## src/rtl/tdm_mux8.sv

```systemverilog
// rtl/tdm_mux8.sv - time-division 8:1 multiplexer sending one slot-tagged word per clock
// Define TDM_MUX8_PARITY_EN to append a ninth XOR-parity slot to every frame.
module tdm_mux8 #(
  parameter int W = 1
) (
  input  logic           clk,
  input  logic           rst_n,
  input  logic           en,
  input  logic [8*W-1:0] in,
  input  logic           start,
  output logic           ack,
  output logic [W-1:0]   out,
  output logic [2:0]     s,
  output logic           valid,
  output logic           sof,
  output logic           eof,
  output logic           busy
);

  typedef enum logic [1:0] {IDLE, SEND, PARITY} state_t;

  state_t       state, state_n;
  logic [2:0]   slot, slot_n, slot_inc;
  logic [W-1:0] shadow   [8];
  logic [W-1:0] shadow_n [8];
  logic [W-1:0] in_word  [8];
  logic [W-1:0] out_q, out_n;
  logic [2:0]   s_q, s_n;
  logic         valid_q, valid_n;
  logic         sof_q, sof_n;
  logic         eof_q, eof_n;
  logic         busy_q, busy_n;
  logic         capture, finish;

  always_comb begin
    for (int k = 0; k < 8; k++) in_word[k] = in[k*W +: W];
  end

  assign slot_inc = slot + 3'd1;

`ifdef TDM_MUX8_PARITY_EN
  logic [W-1:0] parity_word;

  always_comb begin
    parity_word = '0;
    for (int k = 0; k < 8; k++) parity_word = parity_word ^ shadow[k];
  end
`endif

  // The output registers always hold the word being presented; each enabled
  // edge loads the next word, so a capture shows slot 0 on the following cycle.
  always_comb begin
    state_n  = state;
    slot_n   = slot;
    shadow_n = shadow;
    out_n    = out_q;
    s_n      = s_q;
    valid_n  = valid_q;
    sof_n    = sof_q;
    eof_n    = eof_q;
    capture  = 1'b0;
    finish   = 1'b0;

    if (en) begin
      case (state)
        IDLE: capture = start;
        SEND: begin
          if (slot != 3'd7) begin
            slot_n  = slot_inc;
            out_n   = shadow[slot_inc];
            s_n     = slot_inc;
            valid_n = 1'b1;
            sof_n   = 1'b0;
`ifdef TDM_MUX8_PARITY_EN
            eof_n   = 1'b0;
`else
            eof_n   = (slot_inc == 3'd7);
`endif
          end else begin
`ifdef TDM_MUX8_PARITY_EN
            state_n = PARITY;
            out_n   = parity_word;
            s_n     = 3'd7;
            valid_n = 1'b1;
            sof_n   = 1'b0;
            eof_n   = 1'b1;
`else
            capture = start;
            finish  = !start;
`endif
          end
        end
`ifdef TDM_MUX8_PARITY_EN
        PARITY: begin
          capture = start;
          finish  = !start;
        end
`endif
        default: finish = 1'b1;
      endcase

      if (capture) begin
        for (int k = 0; k < 8; k++) shadow_n[k] = in_word[k];
        state_n = SEND;
        slot_n  = 3'd0;
        out_n   = in_word[0];
        s_n     = 3'd0;
        valid_n = 1'b1;
        sof_n   = 1'b1;
        eof_n   = 1'b0;
      end

      // out and s keep their last values while idle
      if (finish) begin
        state_n = IDLE;
        slot_n  = 3'd0;
        valid_n = 1'b0;
        sof_n   = 1'b0;
        eof_n   = 1'b0;
      end
    end

    busy_n = (state_n != IDLE);
  end

  always_ff @(posedge clk or negedge rst_n) begin
    if (!rst_n) begin
      state   <= IDLE;
      slot    <= 3'd0;
      out_q   <= '0;
      s_q     <= 3'd0;
      valid_q <= 1'b0;
      sof_q   <= 1'b0;
      eof_q   <= 1'b0;
      busy_q  <= 1'b0;
      for (int k = 0; k < 8; k++) shadow[k] <= '0;
    end else begin
      state   <= state_n;
      slot    <= slot_n;
      out_q   <= out_n;
      s_q     <= s_n;
      valid_q <= valid_n;
      sof_q   <= sof_n;
      eof_q   <= eof_n;
      busy_q  <= busy_n;
      shadow  <= shadow_n;
    end
  end

  // Strobes are masked by en so a frozen cycle never looks like a word.
  assign ack   = capture;
  assign out   = out_q;
  assign s     = s_q;
  assign valid = valid_q & en;
  assign sof   = sof_q & en;
  assign eof   = eof_q & en;
  assign busy  = busy_q;

endmodule

```

## config.mk

```make
export PLATFORM = sky130hd
export DESIGN_NAME = tdm_mux8
export DESIGN_NICKNAME = d
export VERILOG_FILES = /design/src/rtl/tdm_mux8.sv
export SDC_FILE = /design/constraint.sdc
export NUM_CORES = 1
export LEC_CHECK = 0
export ABC_AREA = 1
export BUFFER_PORTS_ARGS = -buffer_cell sky130_fd_sc_hd__buf_2
export CORE_MARGIN = 8
export CORE_UTILIZATION = 42
export DETAILED_ROUTE_END_ITERATION = 10
export GPL_ROUTABILITY_DRIVEN = 1
export PLACE_DENSITY = 0.6
export SYNTH_ARGS = -nofsm -noshare
export SYNTH_HDL_FRONTEND = slang
export SYNTH_SLANG_ARGS = --single-unit
```

## constraint.sdc

```tcl
create_clock -name clk -period 1.9 [get_ports clk]
set_clock_uncertainty 0.1 [all_clocks]
set_input_delay 0.095 -clock clk [delete_from_list [all_inputs] [get_ports clk]]
set_output_delay 0.095 -clock clk [all_outputs]
set_load 0.005 [all_outputs]
```

### Word-level counts from Yosys, hierarchy flattened

Index checks and enable logic that the tools add are counted.

* bitwise gates (word level): 4
* order comparisons: 1
* shifts and indexed selects: 0
* add/sub/neg operators: 1
* multiplexer cells: 32
* div/mod/pow operators: 0
* equal/unequal tests: 3
* $mul: 0
* reduce and logical (&&, ||, !) cells: 10

Operators by type and width (count)
* 2-to-1 mux 1 bit: 22
* 2-to-1 mux 3 bit: 4
* 2-to-1 mux 2 bit: 3
* AND reduction 3 bit: 2
* nonzero test 2 bit: 3
* nonzero test 3 bit: 2
* >= comparator 4 bit (second input constant): 1
* inverter 3 -> 4 bit: 1
* one-hot mux 1 bit (2 select lines): 2
* adder 3 x 1 -> 3 bit (second input constant): 1
* bitwise AND 1 bit: 3
* binary-select mux 1 bit (select 3 bit): 1
* equality test 3 bit (second input constant): 1
* != test 3 bit (second input constant): 1
* equality test 2 x 1 -> 1 bit (second input constant): 1
* zero test 2 bit: 1
* AND reduction 2 bit: 1
* zero test 1 bit: 1

* output and inout port bits: 9
* input bits: 12
* memories kept: 0
* latch bits: 0
* logic and storage cells: 67
* bits in read-only memories: 0
* register bits after elaboration: 21
* memory bits (writable): 0

### Longest topological paths before layout

Gate-level depths: netlist of run 1.

* depth in word-level cells: 8
* mapped depth: 10
* depth with buffers taken out: 10

### Least setup slack after synthesis of run 1

OpenSTA, ideal clock, no wires.

* path kind: reg2reg
* start: register slot[0]
* end: register out_q, in the netlist out
* slack: 0.334 ns
* library setup time: 0.113 ns
* arrival: 1.353 ns
* cell stages (with the launch flop): 11
* period minus slack after synthesis: 1.566 ns
* data required time: 1.687 ns
* path buffers: 0
* cells stage by stage: dfrtp_1 > ha_1 > ha_1 > inv_1 > nand2_1 > nand2_1 > nand2_2 > nor2_1 > nand3_1 > nand2_1 > inv_1

* word-level cells in the longest chain between the ends: 8
* elaborated cells between the ends (all ways): 15
* classes of those cells: add/sub: 1; eq/ne: 1; mux: 9; bitwise: 1; reduce/logical: 3

RTL lines
* start: declaration: line 23 `logic [2:0] slot, slot_n, slot_inc;`
* start signal: assignment: line 139 `slot <= slot_n;`
* adder 3 x 1 -> 3 bit: line 39 `assign slot_inc = slot + 3'd1;`
* inverter 3 -> 4 bit (not written as such): line 70 `out_n = shadow[slot_inc];`
* binary-select mux 1 bit (select 3 bit): line 70
* 2-to-1 mux 1 bit (not written as such) (2 in series): line 70
* 2-to-1 mux 1 bit: line 68 `if (slot != 3'd7) begin`
* 2-to-1 mux 1 bit: line 65 `case (state)`
* 2-to-1 mux 1 bit: line 102 `if (capture) begin`
* end signal: assignment: line 140 `out_q <= out_n;`
* end: declaration: line 27 `logic [W-1:0] out_q, out_n;`

Parallel ways exist; a longest one is shown, timed or not. The select of a mux whose other input is x is not followed.
A chain may end at the register's enable or synchronous reset.

### Worst setup path in the final report of run 1

* start: register slot[0]
* end: output ack

* word-level cells in the longest chain between the ends: 5

RTL lines
* != test 3 bit: line 68
* 2-to-1 mux 1 bit: line 68
* one-hot mux 1 bit (2 select lines): line 65
* 2-to-1 mux 1 bit (2 in series): line 64 `if (en) begin`
* end: declaration: line 11 `output logic ack,`

Every way passes these cells. The select of a mux whose other input is x is not followed.

==> results of run 1 <==
[layer usage]
metal	routed length (µm)	part of all wire (%)
met5	0	0
met2	902	44
met1	989	48
met3	141	6.9
met4	18	0.88
[cells in the mapped netlist, drive strengths merged]
master   n  area [µm²]
nand3    6        30.0
a21oi    1        5.00
nand2   52         200
ha       3        37.5
a21boi   1        7.51
nor2     6        40.0
dfrtp   21         526
nor3     1        10.0
nand3b   1        7.51
buf      1        11.3
or2      1        6.26
o21ai    9        48.8
inv     20        75.1
[timing repair]
| action | in CTS | in global routing |
|---|---|---|
| gates cloned | 0 | 0 |
| resized for setup | 0 | 1 |
| endpoints found under the setup margin | 1 | 3 |
| endpoints found under the hold margin | 30 | 0 |
| hold buffers | 10 | 0 |
| setup buffers | 1 | 1 |
| pin swaps | 1 | 1 |
[stage by stage]
step	utilization [%]	instances	power, mW	cell area (µm²)	hold WS (ns)
3_3_place_gp	50.5	170	1.05	1130	-0.0293
2_1_floorplan	-	123	0.909	1000	-0.301
6_report	56.9	186	1.27	1270	0.139
5_1_grt	56.9	186	1.38	1270	0.160
3_5_place_dp	50.5	170	1.04	1130	-0.0326
4_1_cts	56.5	185	1.28	1260	0.131
[flip-flops by register name, indices dropped and copies added, names as in the netlist]
| register | cells |
|---|---|
| shadow | 8 |
| s | 3 |
| slot | 3 |
| state | 2 |
| busy | 1 |
| eof_q | 1 |
| out | 1 |
| sof_q | 1 |
| valid_q | 1 |
[where the power goes]
part | switching (mW) | internal [mW] | total, mW
registers | 0.0530 | 0.564 | 0.617
logic | 0.252 | 0.190 | 0.443
clock network | 0.125 | 0.0819 | 0.207
[layout make-up]
| type | instances | area [µm²] | area share, % |
|---|---|---|---|
| Tap cell | 28 | 35.0 | 2.76 |
| Inverter | 20 | 75.1 | 5.91 |
| Timing Repair Buffer | 32 | 215 | 16.9 |
| Sequential cell | 21 | 527 | 41.4 |
| Multi-Input combinational cell | 81 | 393 | 30.9 |
| Clock buffer | 4 | 26.3 | 2.07 |
[worst paths after layout]
kind	from	endpoint	cells after the start
setup / recovery	slot[0]$_DFFE_PN0P_	ack	7
setup reg to reg	slot[0]$_DFFE_PN0P_	shadow[5]$_DFFE_PN0P_	9
max in group asynchronous	rst_n	slot[0]$_DFFE_PN0P_	2
hold reg to reg	s[1]$_DFFE_PN0P_	s[1]$_DFFE_PN0P_	2
hold / removal	start	valid_q$_DFFE_PN0P_	5
min in group asynchronous	rst_n	state[1]$_DFF_PN0_	2
[critical path, cell delays in order (launching register included)]
cell     delay [ns]
dfrtp_2        0.43
ha_1           0.19
ha_1           0.17
inv_1          0.05
nand2_1        0.11
nand2_2        0.13
nor2_4         0.05
buf_2          0.12
[cell families (layout without fill, tap and decap cells)]
group	Yosys count	after routing
flip-flops	21	21
adder cells (fa/ha/maj)	3	3
AND/OR/NAND/NOR	67	67
buffers and inverters	21	56
AO/OA/AOI/OAI	11	11
==> flow_metrics.tcl, run 1 <==
set metrics [dict create \
    fin_nets 174 \
    worstMarginPinSlew_ns 0.458 \
    end_kind "output port" \
    grt_pass1_vias 846 \
    dr.pass1.iters 4 \
    status "finished, final reports clean" \
    ys_ff_latch 21 \
    fill_cells 227 \
    rsz0062_at_grt "no" \
    max_cap_viol_count 0 \
    grtUsageMet3_pct 4.98 \
    synthesis.instances 123 \
    diodes 0 \
    yosysSeqAreaShare_pct 52.3 \
    relSlewSlack_pct 69.5 \
    grtUsageTotal_pct 10.9 \
    initial_core_util_pct 45.0 \
    rows 17 \
    grt-busiest-layer "met2" \
    synth_top_family_by_area "simple AND/OR/NAND/NOR gates" \
    synth-compound-area-share_pct 6.10 \
    finalWorstSetupSlack_ns 0.151 \
    r2r_slack_ns 0.24 \
    drt_iter0_markers 21 \
    synth_area_um2 1000 \
    grt_max_degree 22 \
    place_ws_ns 0.207 \
    syn_area_per_cell_um2 8.17 \
    numCtsBuffers 3 \
    finalHoldViolCount 0 \
    wl_per_cell_um 11.0 \
    layout-drive-gt1-share_pct 21.5 \
    synth_xor_area_share_pct 0 \
    design.die.area_um2 4210 \
    critPathKind "reg2out" \
    htree_levels 1 \
    critPathLaunchType "flip-flop" \
    cts_sinks 21 \
    io_pins 21 \
    powerDensity_nw_per_um2 996 \
    hold_class "in2reg" \
    fmax_mhz 572 \
    fin_crit_sh_pct 92.0 \
    cts_tree "built" \
    dieWidth_um 64.9 \
    antenna_found_initial 0 \
    synth_mux_area_share_pct 0 \
    vias 820 \
    worstPathArrival_ns 1.55 \
    synth.distinct_cells 18 \
    die_height_um 64.9 \
    crit_fanout 5 \
    area_growth_pct 26.5 \
    synthAdderAreaFrac_pct 3.74 \
    met1_usage_pct 13.3 \
    cts.path.max_buffers 2 \
    clk_latency_ns 0.30 \
    core_um2 2230 \
    grt_pass1_wl_um 3690 \
    hpwl_um 1460 \
    synth_nets 138 \
    io_buffers 20 \
    fin_setup_tns_ns 0 \
    fin_crit_ns 1.75 \
    leakage_nw 0.722 \
    gp_congestion 0.832 \
    synthSimpleGateAreaFrac_pct 29.3 \
    yosys_warnings 0 \
    routed_wl_um 2050 \
    final_antenna_net_count 0 \
    slew_violations 0 \
    use_met2_pct 16.4 \
    final_cell_mix "nand2_1 (50), dfrtp_1 (20), buf_2 (20), inv_1 (19), dlygate4sd3_1 (10)" \
    required_ns 1.70 \
    setup_viol 0 \
    cts_root_buf "clkbuf_4" \
    ir_drop_uv 607 \
    drc 0 \
    final_common_cell "nand2_1" \
    via_per_inst 4.41 \
    path_clk_slew_ns 0.11 \
    overflow 0 \
]
(Power assumes the default switching activity.)
==> run 2: changes to the inputs <==
Settings changed: PLACE_DENSITY 0.6 to not set, PLACE_DENSITY_LB_ADDON set to 0.2.
==> flow_metrics.tcl, run 2 (synthesis gave the netlist of run 1 again) <==
set metrics [dict create \
    status "finished, final reports clean" \
    clk_latency_ns 0.30 \
    layout-drive-gt1-share_pct 21.5 \
    multi_input_area_um2 393 \
    slew_violations 0 \
    vias 841 \
    worstMarginPinSlew_ns 0.473 \
    crit_fanout 5 \
    final_cell_mix "nand2_1 (50), dfrtp_1 (20), buf_2 (20), inv_1 (19), dlygate4sd3_1 (10)" \
    worstPathArrival_ns 1.60 \
    max_cap_viol_count 0 \
    finalWorstSetupSlack_ns 0.104 \
    path_clk_slew_ns 0.12 \
    final_common_cell "nand2_1" \
    overflow 0 \
    largest_reg_flops 8 \
    powerDensity_nw_per_um2 1000 \
    fin_crit_ns 1.80 \
    dp.cells 170 \
    largest-register "shadow" \
    drc 0 \
    area_growth_pct 26.5 \
    hold_class "in2async" \
    fmax_mhz 557 \
    dr.pass1.iters 5 \
    cts_sinks 21 \
    grtUsageTotal_pct 10.8 \
    cts.path.max_buffers 2 \
    leakage_nw 0.722 \
    grt_max_degree 22 \
    htree_levels 1 \
    via_per_inst 4.52 \
    cts_root_buf "clkbuf_4" \
    place_ws_ns 0.204 \
    critPathLaunchType "flip-flop" \
    required_ns 1.70 \
    finalHoldViolCount 0 \
    end_kind "output port" \
    design.die.area_um2 4210 \
    numCtsBuffers 3 \
    cts_tree "built" \
    fin_crit_sh_pct 94.5 \
    io_pins 21 \
    hpwl_um 1460 \
    die_height_um 64.9 \
    gp_congestion 0.755 \
    rows 17 \
    drt_iter0_markers 32 \
    dieWidth_um 64.9 \
    core_um2 2230 \
    initial_core_util_pct 45.0 \
    grt_pass1_wl_um 3770 \
    io_buffers 20 \
    wl_per_cell_um 11.2 \
    fin_nets 174 \
    critPathKind "reg2out" \
    grt_pass1_vias 877 \
    routed_wl_um 2090 \
    diodes 0 \
    antenna_found_initial 0 \
    relSlewSlack_pct 68.5 \
    setup_viol 0 \
    seq_area_um2 527 \
    ir_drop_uv 607 \
    final_antenna_net_count 0 \
    fin_cells 186 \
    fill_cells 213 \
]
-- run 2: cell counts in the layout (fill, tap and decap cells not counted) --
Identical to the previous run, type by type.
-- run 2: where the power goes --
group | internal, mW | switching, mW | total, mW
Combinational | 0.190 | 0.251 | 0.441
Clock | 0.0818 | 0.131 | 0.213
Sequential | 0.564 | 0.0559 | 0.620
-- run 2: worst max-delay path: stages (launching register included) --
cell     delay, ns
dfrtp_2       0.45
ha_1          0.20
ha_1          0.17
inv_1         0.05
nand2_1       0.11
nand2_2       0.14
nor2_4        0.05
buf_2         0.12
-- run 2: stage by stage --
step | util, % | cell area, µm² | TNS (ns) | hold WS (ns) | total power, mW
2_1_floorplan | - | 1000 | 0 | -0.301 | 0.909
3_3_place_gp | 50.5 | 1130 | 0 | -0.0310 | 1.04
3_5_place_dp | 50.5 | 1130 | 0 | -0.0172 | 1.04
4_1_cts | 56.5 | 1260 | 0 | 0.144 | 1.28
5_1_grt | 56.9 | 1270 | -0.00569 | 0.188 | 1.39
6_report | 56.9 | 1270 | 0 | 0.160 | 1.27
-- run 2: worst paths after layout --
check | slack, ns | start | depth (start not counted) | end
max in group asynchronous | 1.19 | rst_n | 2 | slot[0]$_DFFE_PN0P_
setup reg to reg | 0.21 | slot[0]$_DFFE_PN0P_ | 9 | shadow[5]$_DFFE_PN0P_
hold / removal | 0.16 | rst_n | 2 | busy$_DFF_PN0_
hold reg to reg | 0.38 | s[0]$_DFFE_PN0P_ | 2 | s[0]$_DFFE_PN0P_
min in group clk | 0.16 | start | 5 | valid_q$_DFFE_PN0P_
setup / recovery | 0.10 | slot[0]$_DFFE_PN0P_ | 7 | ack
-- run 2: routing by layer --
metal / vias to the layer above / global-route usage (%) / share of wire, %
li1: 440 / - / -
met2: 21 / 17.6 / 46
met5: - / 0 / 0
met3: 4 / 3.09 / 6.6
met4: 0 / 4.09 / 1.3
met1: 376 / 13.1 / 46
-- run 2: what timing repair did --
item | CTS | global route
pin swaps | 1 | 0
endpoints found under the hold margin | 30 | 0
setup endpoints to repair | 1 | 4
setup buffers | 1 | 1
gates resized for setup | 0 | 1
hold buffers | 10 | 0
-- run 2: layout make-up --
cell class              instances  share of cell area [%]
multi-input cells              81                    30.9
inverters                      20                    5.91
well taps                      28                    2.76
flip-flops and latches         21                    41.4
clock buffers                   4                    2.07
repair buffers                 32                    16.9
